$ cat src/rtl/client_req_queue.sv
// Request queue feeding an arbiter client port: requests are buffered in a circular FIFO and
// issued one at a time, and each acknowledge payload is captured as a one-cycle response.
module client_req_queue #(
  parameter int REQ_DATA_WIDTH = 8,
  parameter int ACK_DATA_WIDTH = 8,
  parameter int FIFO_DEPTH     = 4,
  parameter int GAP_CYCLES     = 1
) (
  input  logic                          clk,
  input  logic                          rst_n,
  input  logic                          push,
  input  logic [REQ_DATA_WIDTH-1:0]     push_data,
  output logic                          full,
  output logic [$clog2(FIFO_DEPTH):0]   count,
  output logic                          overflow,
  output logic                          client_req,
  output logic [REQ_DATA_WIDTH-1:0]     client_data_req,
  input  logic                          client_ack,
  input  logic [ACK_DATA_WIDTH-1:0]     client_data_ack,
  output logic                          rsp_valid,
  output logic [ACK_DATA_WIDTH-1:0]     rsp_data,
  output logic [1:0]                    fsm_state_o
);

  localparam int AW = $clog2(FIFO_DEPTH);
  localparam int CW = AW + 1;
  localparam int GW = (GAP_CYCLES > 1) ? $clog2(GAP_CYCLES) : 1;
  localparam logic [CW-1:0] CNT_ONE = CW'(1);
  localparam logic [AW-1:0] PTR_ONE = AW'(1);
  localparam logic [GW-1:0] GAP_ONE = GW'(1);
  localparam logic [GW-1:0] GAP_LOAD = GW'(GAP_CYCLES - 1);

  typedef enum logic [1:0] {
    S_IDLE = 2'd0,
    S_REQ  = 2'd1,
    S_GAP  = 2'd2
  } state_t;

  state_t                    state_q;
  logic [REQ_DATA_WIDTH-1:0] mem_q [FIFO_DEPTH];
  logic [AW-1:0]             wr_ptr_q, rd_ptr_q;
  logic [CW-1:0]             count_q, count_d;
  logic [GW-1:0]             gap_cnt_q;
  logic                      overflow_q, client_req_q, rsp_valid_q;
  logic [REQ_DATA_WIDTH-1:0] client_data_req_q;
  logic [ACK_DATA_WIDTH-1:0] rsp_data_q;
  logic                      pop, push_ok;

  // Client handshake: client_req rises with client_data_req and both hold until an edge
  // samples client_ack = 1 in REQ; that edge pops the head and captures client_data_ack.
  // Acks seen outside REQ are ignored.
  assign pop     = (state_q == S_REQ) && client_ack;
  assign full    = (count_q == CW'(FIFO_DEPTH));
  assign push_ok = push && (!full || pop);

  always_comb begin
    count_d = count_q;
    if (push_ok && !pop) begin
      count_d = count_q + CNT_ONE;
    end else if (!push_ok && pop) begin
      count_d = count_q - CNT_ONE;
    end
  end

  // Storage carries no reset: only entries between the pointers are ever read.
  always_ff @(posedge clk) begin
    if (!rst_n && push_ok) begin
      mem_q[wr_ptr_q] <= push_data;
    end
  end

  always_ff @(posedge clk) begin
    if (rst_n) begin
      state_q           <= S_IDLE;
      wr_ptr_q          <= '0;
      rd_ptr_q          <= '0;
      count_q           <= '0;
      gap_cnt_q         <= '0;
      overflow_q        <= 1'b0;
      client_req_q      <= 1'b0;
      client_data_req_q <= '0;
      rsp_valid_q       <= 1'b0;
      rsp_data_q        <= '0;
    end else begin
      count_q     <= count_d;
      rsp_valid_q <= 1'b0;
      if (push_ok) begin
        wr_ptr_q <= wr_ptr_q + PTR_ONE;
      end
      if (pop) begin
        rd_ptr_q <= rd_ptr_q + PTR_ONE;
      end
      if (push && !push_ok) begin
        overflow_q <= 1'b1;
      end
      case (state_q)
        S_IDLE: begin
          if (count_q != '0) begin
            client_req_q      <= 1'b1;
            client_data_req_q <= mem_q[rd_ptr_q];
            state_q           <= S_REQ;
          end
        end
        S_REQ: begin
          if (client_ack) begin
            client_req_q <= 1'b0;
            rsp_valid_q  <= 1'b1;
            rsp_data_q   <= client_data_ack;
            gap_cnt_q    <= GAP_LOAD;
            state_q      <= S_GAP;
          end
        end
        S_GAP: begin
          if (gap_cnt_q == '0) begin
            state_q <= S_IDLE;
          end else begin
            gap_cnt_q <= gap_cnt_q - GAP_ONE;
          end
        end
        default: state_q <= S_IDLE;
      endcase
    end
  end

  assign count           = count_q;
  assign overflow        = overflow_q;
  assign client_req      = client_req_q;
  assign client_data_req = client_data_req_q;
  assign rsp_valid       = rsp_valid_q;
  assign rsp_data        = rsp_data_q;
  assign fsm_state_o     = state_q;

endmodule

$ cat config.mk
export PLATFORM = sky130hd
export DESIGN_NAME = client_req_queue
export DESIGN_NICKNAME = d
export VERILOG_FILES = /design/src/rtl/client_req_queue.sv
export SDC_FILE = /design/constraint.sdc
export NUM_CORES = 1
export LEC_CHECK = 0
export CAP_MARGIN = 25
export CORE_MARGIN = 2
export CORE_UTILIZATION = 66
export CTS_CLUSTER_SIZE = 8
export DETAILED_ROUTE_END_ITERATION = 12
export DONT_BUFFER_PORTS = 1
export PLACE_DENSITY = 0.93
export SYNTH_ARGS = -nofsm -noshare
export SYNTH_HDL_FRONTEND = slang
export SYNTH_SLANG_ARGS = --single-unit
$ cat constraint.sdc
create_clock -name clk -period 5.4 [get_ports clk]
set_clock_uncertainty 0.2 [all_clocks]
set_input_delay 0.54 -clock clk [delete_from_list [all_inputs] [get_ports clk]]
set_output_delay 0.54 -clock clk [all_outputs]
set_load 0.02 [all_outputs]
* Word-level counts from Yosys, hierarchy flattened *
Memory sizes are Yosys's and may differ from the RTL's. A register that Yosys moved wholly into a read port is not among the register bits.
Index checks and enable logic that the tools add are counted.

cells by class
  muxes and demuxes = 14
  $add $sub $neg = 5
  equal/unequal tests = 6
  reductions and logical operators = 22
  bitwise logic cells = 1

operator list
  operator                                              count
  logical AND 1 bit                                     6
  2-to-1 mux 1 bit                                      6
  2-to-1 mux 2 bit                                      3
  2-to-1 mux 3 bit                                      2
  inequality test 2 bit (second input constant)         3
  case mux 2 bit (3 select lines)                       1
  AND reduction 2 bit                                   3
  AND reduction 3 bit                                   2
  nonzero test 2 bit                                    3
  adder 2 x 1 -> 2 bit (second input constant)          2
  logical NOT 1 bit                                     4
  case mux 1 bit (2 select lines)                       2
  adder 3 x 1 -> 3 bit (second input constant)          1
  equality test 3 bit (second input constant)           1
  nonzero test 3 bit                                    1
  subtractor 3 x 1 -> 3 bit (second input constant)     1
  equality test 2 x 1 -> 1 bit (second input constant)  1
  equality test 2 bit (second input constant)           1
  logical NOT 2 bit                                     1
  OR reduction 2 bit                                    1
  logical OR 1 bit                                      1
  NOT 1 bit                                             1
  subtractor 1 bit (second input constant)              1

storage, ports and cells
  bits in writable memories = 32
  output and inout port bits = 25
  input bits = 20
  memories = 1
  word-level logic and storage cells = 58
  register bits = 21

memories
  name   depth  width  read ports  clocked after Yosys merged registers in  wr ports  RTL line  text
  mem_q  4      8      1           1                                        1         40        logic [REQ_DATA_WIDTH-1:0] mem_q [FIFO_DEPTH];

* Depth between registers and ports, before layout *
  word-level depth = 8
  mapped depth = 10

* Worst setup path after synthesis *
No wires, ideal clock.

  kind = input-to-reg
  from = input client_ack
  to = register count_q[2], in the netlist count[2]
  path buffers = 2
  setup time = 0.070 ns
  setup slack = 2.890 ns
  stages on the path = 10
  arrival = 2.239 ns
  cells stage by stage = and3b_1 > buf_6 > inv_4 > buf_4 > ha_1 > inv_1 > fa_1 > xor2_1 > or3_1 > a21oi_1

between the ends
  longest elaborated chain between the ends = 6
  elaborated cells on any way between the ends = 9
  those cells by class = mux: 1; reduce/logical: 8

ends and longest elaborated chain
  item                          RTL line  text
  start: declaration            18        input logic client_ack,
  logical AND 1 bit (*)         52        assign pop = (state_q == S_REQ) && client_ack;
  logical OR 1 bit              54        assign push_ok = push && (!full || pop);
  logical AND 1 bit             54
  logical NOT 1 bit             60        end else if (!push_ok && pop) begin
  logical AND 1 bit             60
  nonzero test 2 bit (no line)  n/a
  end signal: assignment        85        count_q <= count_d;
  end: declaration              42        logic [CW-1:0] count_q, count_d;

Mark *: on every way between the ends. The rest lies on a longest branch, timed or not.
A chain may end at the register's enable or synchronous reset.

* Worst setup path after layout *
  from = register state_q[0], in the netlist fsm_state_o[0]
  to = register count_q[2], in the netlist count[2]

between the ends
  longest elaborated chain between the ends = 7
  elaborated cells on any way between the ends = 10
  those cells by class = eq/ne: 1; mux: 1; reduce/logical: 8

ends and longest elaborated chain
  item                              RTL line  text
  start: declaration                39        state_t state_q;
  start signal: assignment          74        state_q <= S_IDLE;
  start signal: assignment          101       state_q <= S_REQ;
  start signal: assignment          110       state_q <= S_GAP;
  equality test 2 x 1 -> 1 bit (*)  52
  logical AND 1 bit (*)             52
  logical OR 1 bit                  54
  logical AND 1 bit                 54
  logical NOT 1 bit                 60
  logical AND 1 bit                 60
  nonzero test 2 bit (no line)      n/a

Marked as above.

==> results_dict.tcl <==
set metrics [dict create \
    post-cts-setup-buffers 0 \
    numCtsBuffers 9 \
    relSlewSlack 0.409 \
    antenna_found_initial 0 \
    start_util 0.693 \
    irDropWorstVdd_mv 0.282 \
    postCtsHoldBufs 2 \
    hold_violations 0 \
    power_mw 1.22 \
    cts.htree.levels 3 \
    io_pins 45 \
    slew_violations 0 \
    crit_type "reg -> reg" \
    worst_hold_slack_ns 0.0137 \
    hpwlAfterDp_um 2730 \
    die_area_mm2 0.00405 \
    wl_met1_um 1610 \
    grt.overflow.total 0 \
    coreArea_mm2 0.00339 \
    fp.dieH_um 63.7 \
    via_count 1438 \
    syn_inst 179 \
    drv_cap 0 \
    cts_root_buffer "clkbuf_4" \
    dr.pass1.iters 4 \
    synth_top_area_frac 0.409 \
    nets 213 \
    tightest_slew_ns 0.880 \
    synth_nets 205 \
    cp-startpoint "fsm_state_o[0]" \
    wl_per_cell_um 18.2 \
    wl_met2_um 2200 \
    seq_area_frac_synth 0.647 \
    syn_area_per_cell_um2 13.1 \
    worst_ep_arrival_time_ns 3.04 \
    ys_warn_count 0 \
    antenna_cells 0 \
    cpMaxStageDelayCell "dfxtp_1" \
    grt_pass1_vias 1437 \
    worstSetupEndpointType "register" \
    area_growth_pct 8.04 \
    first_iter_violations 83 \
    grt_pass1_wl_um 6830 \
    r2r.worst_path.cells 9 \
    routed_wl_um 4330 \
    clkLatencyLatePin_ns 0.39 \
    gp_congestion 0.825 \
    grt_use_total 0.234 \
    ys_ff_latch 60 \
    path_depth 9 \
    numPortBuffers 0 \
    fmax_mhz 342 \
    cts_tree "yes" \
    finalCritPeriodShare 0.541 \
    die_w_um 63.7 \
    final-setup-viol-count 0 \
    outcome "finished clean" \
    clock_path_buffers 2 \
    drc 0 \
    highest_layer "met4" \
    worstPathCellList "and3b_1 -> inv_4 -> a21boi_4 -> ha_1 -> inv_1 -> fa_1 -> xor2_1 -> or3_1 -> a21oi_1" \
    cts_sinks 60 \
    dr_wl_met3_um 427 \
    cts_resized 0 \
    grt_max_degree 25 \
    drive_gt1_frac 0.135 \
    hold_class "in -> reg" \
    rsz0062_at_grt "no" \
    cp_max_fo 19 \
    avgViaCountPerCell 6.04 \
    cp_num_buf_inv 2 \
    required_ns 5.52 \
    rows 21 \
    ant_nets 0 \
    synth_cell_types 31 \
    p_per_area_mw_per_mm2 481 \
    p_leak_nw 0.872 \
    r2r-start "fsm_state_o[0]" \
    cp_slowest_stage_delay_ns 0.50 \
    crit_family "simple AND/OR/NAND/NOR gates" \
    min_period_ns 2.92 \
    start_kind "register" \
    clkTransAtPathRegs_ns 0.09 \
    yosys.area.top_type "edfxtp_1" \
    r2r_setup_slack_ns 2.48 \
    synthTopCellsByArea "edfxtp_1 41%, dfxtp_1 24%, mux4_2 7.7%" \
    fin_tns_setup_ns 0 \
    worstHoldPathCells 1 \
    min_from "rst_n" \
    synth.cell_area_mm2 0.00235 \
]
-- cell usage after synthesis --
cell type   n
clkbuf_1    4
inv_1       5
nand3_1     8
and3b_1     1
a21boi_4    1
nand2_1    20
fa_1        1
a31oi_1     1
nor2_1      8
a21oi_1    22
xor2_1      2
clkbuf_2    1
or3_1       3
mux2i_1     2
mux2_1      1
nand2b_1    3
edfxtp_1   32
and2_1      3
or3b_2      1
buf_6       1
or2_2       1
inv_4       1
mux4_2      8
buf_1       1
nor3_1      1
dfxtp_1    28
nor3b_4     1
o21ai_0    10
ha_1        5
buf_4       2
a211oi_1    1
-- path summary, 6_finish.rpt --
| kind | end |
|---|---|
| hold reg to reg | wr_ptr_q[1] |
| hold / removal | count[1] |
| setup reg to reg | count[2] |
| setup / recovery | count[2] |
-- cells by family after synthesis --
family	share of synthesized area
flops	0.647
simple gates	0.106
compound gates	0.0820
buf+inv	0.0319
mux	0.0900
fa+ha+maj	0.0351
xor+xnor	0.00746
-- per-layer routing --
metal | vias up | track usage
met5 | - | 0
met4 | 0 | 0.117
met3 | 9 | 0.102
met2 | 79 | 0.376
met1 | 688 | 0.266
li1 | 662 | -
-- cell type report --
| cell class | instances | area, um2 |
|---|---|---|
| flip-flops and latches | 60 | 1520 |
| multi-input cells | 104 | 753 |
| inverters | 6 | 25.0 |
| fillers | 203 | 851 |
| repair buffers | 6 | 57.6 |
| clock inverters | 2 | 7.51 |
| clock buffers | 14 | 116 |
| well taps | 46 | 57.6 |
-- flip-flops by register name, summed over array words and instances, names as in the netlist --
name             cells
client_req           1
wr_ptr_q             2
rsp_data             8
overflow             1
fsm_state_o          2
count                3
client_data_req      8
rd_ptr_q             2
mem_q               32
rsp_valid            1
-- power by group --
part	internal [mW]	total [mW]	switching, mW	leakage (nW)
Sequential	0.552	0.678	0.126	0.520
Combinational	0.106	0.267	0.161	0.284
Clock	0.130	0.276	0.145	0.0685
-- cell usage in the layout, fill, tap and decap left out, types with 3 or more instances in the layout --
| master | instances |
|---|---|
| clkbuf_8 | 3 |
| nand2b_1 | 3 |
| ha_1 | 5 |
| or3_1 | 3 |
| clkbuf_4 | 9 |
| nand2_1 | 20 |
| nor2_1 | 8 |
| and2_1 | 3 |
| dfxtp_1 | 28 |
| inv_1 | 5 |
| dlygate4sd3_1 | 5 |
| edfxtp_1 | 32 |
| mux4_2 | 8 |
| o21ai_0 | 10 |
| a21oi_1 | 22 |
| nand3_1 | 8 |
-- through the flow --
step	instance area [um2]	utilization	std cells	setup slack (ns)
finish	2540	0.749	238	2.48
global route	2540	0.749	238	2.31
CTS	2510	0.740	235	2.50
detailed placement	2360	0.698	217	2.51
global placement	2360	0.698	217	2.63
floorplan	2350	-	179	2.89
Note: power is estimated with default switching activity, not from simulation.
